===== config.mk =====
export PLATFORM = sky130hd
export DESIGN_NAME = bus_mux_reg
export DESIGN_NICKNAME = d
export VERILOG_FILES = /design/src/rtl/bus_pkg.sv /design/src/rtl/bus_prio_enc.sv /design/src/rtl/bus_mux_reg.sv
export SDC_FILE = /design/constraint.sdc
export NUM_CORES = 1
export LEC_CHECK = 0
export BUFFER_PORTS_ARGS = -buffer_cell sky130_fd_sc_hd__buf_4
export CAP_MARGIN = 10
export CORE_AREA = 4 4 327 329
export CTS_CLUSTER_SIZE = 8
export DETAILED_ROUTE_END_ITERATION = 7
export DIE_AREA = 0 0 331 333
export PLACE_DENSITY = 0.36
export SYNTH_ARGS = -nofsm -noshare
export SYNTH_HDL_FRONTEND = slang
export SYNTH_SLANG_ARGS = --single-unit

===== constraint.sdc =====
create_clock -name i_clock -period 6.3 [get_ports i_clock]
set_clock_uncertainty 0.1 [all_clocks]
set_input_delay 1.26 -clock i_clock [delete_from_list [all_inputs] [get_ports i_clock]]
set_output_delay 1.26 -clock i_clock [all_outputs]
set_load 0.1 [all_outputs]

===== src/rtl/bus_pkg.sv =====
// bus_pkg: shared bus geometry and source index map for the datapath bus.
//   BUS_W        default bus word width
//   NUM_BUS_SRC  default number of bus sources
//   SRC_*        drive_en bit / src_data slot assigned to each datapath source
package bus_pkg;
    localparam int BUS_W       = 32;
    localparam int NUM_BUS_SRC = 24;
    localparam int SRC_R0  = 0,  SRC_R1  = 1,  SRC_R2  = 2,  SRC_R3  = 3;
    localparam int SRC_R4  = 4,  SRC_R5  = 5,  SRC_R6  = 6,  SRC_R7  = 7;
    localparam int SRC_R8  = 8,  SRC_R9  = 9,  SRC_R10 = 10, SRC_R11 = 11;
    localparam int SRC_R12 = 12, SRC_R13 = 13, SRC_R14 = 14, SRC_R15 = 15;
    localparam int SRC_HI  = 16, SRC_LO  = 17, SRC_ZHI = 18, SRC_ZLO   = 19;
    localparam int SRC_PC  = 20, SRC_MDR = 21, SRC_PORT = 22, SRC_CSIGN = 23;
endpackage


===== src/rtl/bus_prio_enc.sv =====
// bus_prio_enc: combinational priority encoder over the bus drive strobes.
//   i_req   in  N      drive strobes
//   o_idx   out SEL_W  lowest asserted index (0 when none)
//   o_any   out 1      at least one strobe asserted
//   o_multi out 1      more than one strobe asserted
module bus_prio_enc
    import bus_pkg::*;
#(
    parameter int N     = NUM_BUS_SRC,
    parameter int SEL_W = $clog2(N)
) (
    input  logic [N-1:0]     i_req,
    output logic [SEL_W-1:0] o_idx,
    output logic             o_any,
    output logic             o_multi
);
    // Scanning downward lets the lowest set index overwrite the others.
    always_comb begin
        o_idx = '0;
        for (int i = N - 1; i >= 0; i--)
            if (i_req[i]) o_idx = SEL_W'(i);
    end
    assign o_any   = |i_req;
    // Clearing the lowest set bit leaves something only if two or more were set.
    assign o_multi = |(i_req & (i_req - N'(1)));
endmodule


===== src/rtl/bus_mux_reg.sv =====
// bus_mux_reg: registered priority bus multiplexer with contention detection.
//   i_clock        in  1              rising-edge clock
//   i_clear        in  1              synchronous active-high reset
//   i_src_data     in  NUM_SRC*WIDTH  source i = i_src_data[i*WIDTH +: WIDTH]
//   i_drive_en     in  NUM_SRC        per-source drive strobes
//   i_err_clr      in  1              clears sticky contention flag
//   o_bus_out      out WIDTH          registered bus word
//   o_bus_valid    out 1              bus word loaded from a source this cycle
//   o_src_idx      out SEL_W          source that produced o_bus_out
//   o_contention   out 1              more than one strobe at the last edge
//   o_contention_s out 1              sticky contention flag
//   o_xfer_cnt     out CNT_W          valid transfers since reset (wraps)
module bus_mux_reg
    import bus_pkg::*;
#(
    parameter int WIDTH     = BUS_W,
    parameter int NUM_SRC   = NUM_BUS_SRC,
    parameter int SEL_W     = $clog2(NUM_SRC),
    parameter bit IDLE_ZERO = 1'b0,
    parameter int CNT_W     = 16
) (
    input  logic                     i_clock,
    input  logic                     i_clear,
    input  logic [NUM_SRC*WIDTH-1:0] i_src_data,
    input  logic [NUM_SRC-1:0]       i_drive_en,
    input  logic                     i_err_clr,
    output logic [WIDTH-1:0]         o_bus_out,
    output logic                     o_bus_valid,
    output logic [SEL_W-1:0]         o_src_idx,
    output logic                     o_contention,
    output logic                     o_contention_s,
    output logic [CNT_W-1:0]         o_xfer_cnt
);
    logic [SEL_W-1:0] w_idx;
    logic             w_any;
    logic             w_multi;
    logic [WIDTH-1:0] w_word;
    logic [WIDTH-1:0] r_bus;
    logic             r_valid;
    logic [SEL_W-1:0] r_idx;
    logic             r_cont;
    logic             r_cont_s;
    logic [CNT_W-1:0] r_cnt;

    bus_prio_enc #(.N(NUM_SRC), .SEL_W(SEL_W)) u_enc (
        .i_req   (i_drive_en),
        .o_idx   (w_idx),
        .o_any   (w_any),
        .o_multi (w_multi)
    );

    // Compare-and-select keeps the mux fully defined: no X for any index.
    always_comb begin
        w_word = '0;
        for (int i = 0; i < NUM_SRC; i++)
            if (w_idx == SEL_W'(i)) w_word = i_src_data[i*WIDTH +: WIDTH];
    end

    always_ff @(posedge i_clock) begin
        if (i_clear) begin
            r_bus    <= '0;
            r_valid  <= 1'b0;
            r_idx    <= '0;
            r_cont   <= 1'b0;
            r_cont_s <= 1'b0;
            r_cnt    <= '0;
        end else begin
            r_valid  <= w_any;
            r_cont   <= w_multi;
            // New contention beats a simultaneous clear request.
            r_cont_s <= w_multi | (r_cont_s & ~i_err_clr);
            if (w_any) begin
                r_bus <= w_word;
                r_idx <= w_idx;
                r_cnt <= r_cnt + CNT_W'(1);
            end else if (IDLE_ZERO) begin
                r_bus <= '0;
            end
        end
    end

    assign o_bus_out      = r_bus;
    assign o_bus_valid    = r_valid;
    assign o_src_idx      = r_idx;
    assign o_contention   = r_cont;
    assign o_contention_s = r_cont_s;
    assign o_xfer_cnt     = r_cnt;
endmodule

# Word level (Yosys, flattened, before mapping)
# Cells that the tools add are included.
# W data, S select, Z words.
# totals
inputBits	795
memories	0
latchBits	0
out_inout_bits	56
elab_cells	86
ram_bits	0
ff_bits	56
mem_bits_ro	0
# op_classes
n_bitwise	4
add_sub_neg	2
n_mux	48
n_eq_ne	23
multipliers	0
n_div	0
shifts	0
reduce_logical	3
n_lt_le_gt_ge	0
# op_table
operator	count
$mux W32	24
$mux W5	24
$reduce_or A24 Y1	2
$eq A5 B4 Y1 const B	8
$eq A5 B5 Y1 const B	8
$and A24 B24 Y24	1
$sub A24 B1 Y24 const B	1
$eq A5 B3 Y1 const B	4
$add A16 B1 Y16 const B	1
$eq A5 B2 Y1 const B	2
$eq A5 B1 Y1 const B	1
$logic_not A5 Y1	1
$and A1 B1 Y1	1
$not A1 Y1	1
$or A1 B1 Y1	1

# Depth between registers and ports, before layout
# logic_depth
depth_word	49
ltp_mapped	14
depth_no_buf	9

# Cells and area by module
# A second synthesis with hierarchy kept.
# unflattened
hier_cells	1530
area_unflattened_um2	10314.9
# modules_own_cells
mod	cells_per_inst	area_each_um2	seq_area_each_um2	n_inst
bus_mux_reg	1446	9800.6	1121.1	1
bus_prio_enc	84	514.2	0.0	1

# Least setup slack after synthesis
# No wires, ideal clock.
# synth_path
path_kind	input port to flip-flop
startpoint	input port i_drive_en[6]
endpoint	register r_bus[27], in the netlist o_bus_out[27]
path_buffers	3
cell_stages	12
slack_ns	2.460
setup_ns	0.123
arrival_ns	3.617
cell_sequence	buf_2 nor3b_1 or3_1 buf_2 o221a_1 o211ai_2 buf_6 nor2_2 or4_1 a2111o_1 o211ai_1 a21oi_1
# synth_via
elab_chain_len	32
# synth_rtl
item	line	text
start, declared	bus_mux_reg.sv:25	input logic [NUM_SRC-1:0] i_drive_en,
$mux W5 (7 in a row)	bus_prio_enc.sv:21	if (i_req[i]) o_idx = SEL_W'(i);
$logic_not A5 Y1	bus_mux_reg.sv:56	if (w_idx == SEL_W'(i)) w_word = i_src_data[i*WIDTH +: WIDTH];
$mux W32 (24 in a row)	bus_mux_reg.sv:56	
end signal, assigned	bus_mux_reg.sv:73	r_bus <= w_word;
end, declared	bus_mux_reg.sv:38	logic [WIDTH-1:0] r_bus;
# Parallel ways exist; a longest one is shown, timed or not.
# A chain may end at the register's enable or synchronous reset.

# Worst setup path in the final report
# layout_path
startpoint	input port i_drive_en[22]
endpoint	register r_bus[17], in the netlist o_bus_out[17]
# layout_via
elab_chain_len	48
# layout_rtl
item	line
$mux W5 (23 in a row)	bus_prio_enc.sv:21
$logic_not A5 Y1	bus_mux_reg.sv:56
$mux W32 (24 in a row)	bus_mux_reg.sv:56
# Parallel ways exist; a longest one is shown, timed or not.

==> summary.md <==
| Metric | Value |
|---|---|
| Status | completed |
| Share of cells above drive strength 1 | 0.488 |
| Die H | 333 um |
| Cells after synthesis | 1272 |
| Final clock period utilization by the worst path | 0.840 |
| Register area share after synthesis | 0.128 |
| Global-route wire length before repair | 171 mm |
| Async set-or-reset flop fraction in the synthesized netlist | 0 |
| Final Hold Viols | 0 |
| H-Tree Depth | 2 |
| Largest area contributor in the netlist | dfxtp_1 |
| Bufs and invs on worst path | 3 |
| CTS root buf | clkbuf_16 |
| Critical Path Source Type | input port |
| Syn nets | 2068 |
| Via density | 4.52 |
| Fin nets | 2921 |
| Post-CTS sizing | 0 |
| Cts hold-fix bufs | 0 |
| Fmax | 189 MHz |
| Max IR drop VDD | 0.104 mV |
| Fin area | 0.0176 mm2 |
| Synth Area per Inst | 6.90 um2 |
| 1st-pass router iterations | 8 |
| Synth area leaders | dfxtp_1, a22oi_1, a221oi_1, nand2_1, nor2_1 |
| Total grt overflow | 0 |
| DR iter-0 viols | 1356 |
| Min Tclk post-route | 5.29 ns |
| Area share of the largest cell type after synthesis | 0.128 |
| Final setup viols | 0 |
| RSZ-0062 raised after global routing | false |
| Postcts setup bufs | 0 |
| Crit-path max FO | 17 |
| Distinct cells, synth | 89 |
| PD cells | 100 mW/mm2 |
| Min-delay worst type | flip-flop to flip-flop |
| Starting density of the core | 0.0848 |
| Top Family by Delay on Critical Path | compound AO/OA/AOI/OAI gates |
| Num CTS Buffers | 5 |
| I/O Buffers | 850 |
| Most used cell, CP | buf_4 |
| Mapped Area | 0.00877 mm2 |
| Max-cap violations | 0 |
| # IOs | 851 |
| Die extent in x | 331 um |
| Sw Share | 0.452 |
| Routed vias | 15970 |
| Final ANT Viol Nets | 0 |
| Internal power | 965 uW |
| Clk buf depth | 2 |
| CP Capture Type | flip-flop |
| Commonest non-fill, non-tap cells in the layout | buf_4, nand2_1, nor2_1 |
| Max Transition Viols Final | 0 |
| Slew margin rel. | 0.0988 |
| CTS Sinks | 56 |
| Clk slew on worst S/H paths | 0.10 ns |
| WHS | 0.365 ns |
| Initial antenna violation count | 74 |
| GRT Total Usage | 0.235 |
| Pin count of the biggest net entering global routing | 38 |
| Pleak | 0.00743 uW |
| Synth Register Bits | 56 |
| Clock share of power | 0.203 |
| DRC Markers | 0 |
| Sw Pwr | 795 uW |
| Kind of critical path | input port to flip-flop |
| Clk_lat worst skew | 0.35 ns |
| Sequential share of power | 0.226 |
| CP required | 6.43 ns |
| CP Data Arrival Time | 5.42 ns |
| Ys flop type | dfxtp_1 |
| Most common cell after layout, fill and taps aside | buf_4 |
| Combinational share of power | 0.572 |
| Die area | 0.110 mm2 |
| EDFF count, synth | 0 |
| Core area | 0.103 mm2 |
| Worst path slowest cell | a222oi_1 |
| Total negative slack | 0 ns |
| DPL Wire Length | 120 mm |
| Row count | 118 |
| Least-Margin Pin Slew | 1.34 ns |
| Synth warn | 0 |
| Crit-path cells | buf_4, nand2b_1, a2111oi_2, o311ai_4, a21oi_4, buf_4, nor2_2, buf_4, a222oi_1, nand4b_1, a31oi_1, o22ai_1 |
| Routed WL | 137 mm |
| Gpl congestion | 0.901 |
| Vias in the first global route | 16202 |
| CTS tree | done |
| Delay of the slowest critical-path stage | 0.86 ns |
| Layout Area Growth over Synthesis | 100% |
| Power consumption | 1760 uW |
| WL/cell | 38.7 um |
| Placed cell area | 0.0174 mm2 |
-- state kept, by name, summed over array words and instances, names as in the netlist --
name,count
o_bus_out,32
o_bus_valid,1
o_contention,1
o_xfer_cnt,16
o_contention_s,1
o_src_idx,5
-- final cells by class --
type                            instances  area, um2
Timing Repair Buffer                  960       7240
Fill cell                           11949      85900
Clock inverter                          3       28.8
Clock buffer                            5        125
Inverter                               26       97.6
Sequential cell                        56       1120
Multi-Input combinational cell       1076       7170
Antenna cell                           25       62.6
Tap cell                             1380       1730
-- through the flow --
| stage | cells | setup WS, ns | util |
|---|---|---|---|
| after CTS | 3506 | 1.02 | 0.169 |
| after detailed placement | 3498 | 0.655 | 0.168 |
| final | 3531 | 1.01 | 0.170 |
| after global placement | 3498 | 0.618 | 0.168 |
| after global routing | 3514 | 0.879 | 0.169 |
| after floorplan | 1272 | 2.46 | - |
-- cell usage after synthesis, types with 9 or more instances --
cell / count
inv_1: 25
nand4_1: 17
and3_1: 33
a22o_1: 13
o21ai_0: 55
a32oi_1: 11
o21a_1: 20
clkbuf_1: 57
a32o_1: 12
a221o_1: 9
o31ai_1: 9
dfxtp_1: 56
o21ai_1: 22
o211ai_1: 15
o2111ai_1: 15
and2_1: 9
a221oi_1: 63
a222oi_1: 29
a21oi_1: 66
or3_1: 14
nand2_1: 117
o221ai_1: 38
nor3_1: 33
a22oi_1: 91
a31oi_1: 15
o22ai_1: 46
nor4_1: 17
buf_2: 43
nand3_1: 58
nor2_1: 109
-- power groups by stage --
stage	registers, uW	clock network, uW	logic, uW
CTS	397	382	1010
global route	400	385	1050
global placement	406	0	1000
finish	397	357	1010
detailed placement	405	0	1010
floorplan	559	0	176
-- worst reg2reg max path: stages, from the launching register on --
cell and delay [ns]:
dfxtp_1 0.44, and3_1 0.23, and3_1 0.19, nand4_1 0.30, or3_1 0.41, a21oi_1 0.15
-- path summary, 6_finish.rpt --
check	start	endpoint	slack (ns)	depth (start not counted)
setup reg to reg	o_xfer_cnt[3]	o_xfer_cnt[10]	4.42	5
setup / recovery	i_drive_en[22]	o_bus_out[17]	1.01	12
hold / removal	o_contention_s	o_contention_s	0.36	1
hold reg to reg	o_contention_s	o_contention_s	0.36	1
-- routing by layer --
metal	up-vias	wire, um	share of wire	global-route usage
met1	7992	58400	0.43	0.298
met3	125	11800	0.086	0.0772
li1	6968	-	-	-
met5	-	452	0.0033	0
met2	815	64200	0.47	0.392
met4	70	1760	0.013	0.0391
-- kinds of logic (layout without fill, tap and decap cells) --
group	after synthesis	count (layout)	share of synthesized area
other	0	25	0
buffers and inverters	140	994	0.0695
flip-flops	56	56	0.128
XOR/XNOR	9	9	0.00899
AND/OR/NAND/NOR	456	456	0.262
adder cells (fa/ha/maj)	2	2	0.00257
AO/OA/AOI/OAI	599	599	0.517
multiplexers	10	10	0.0126
Note: power is estimated with default switching activity, not from simulation.
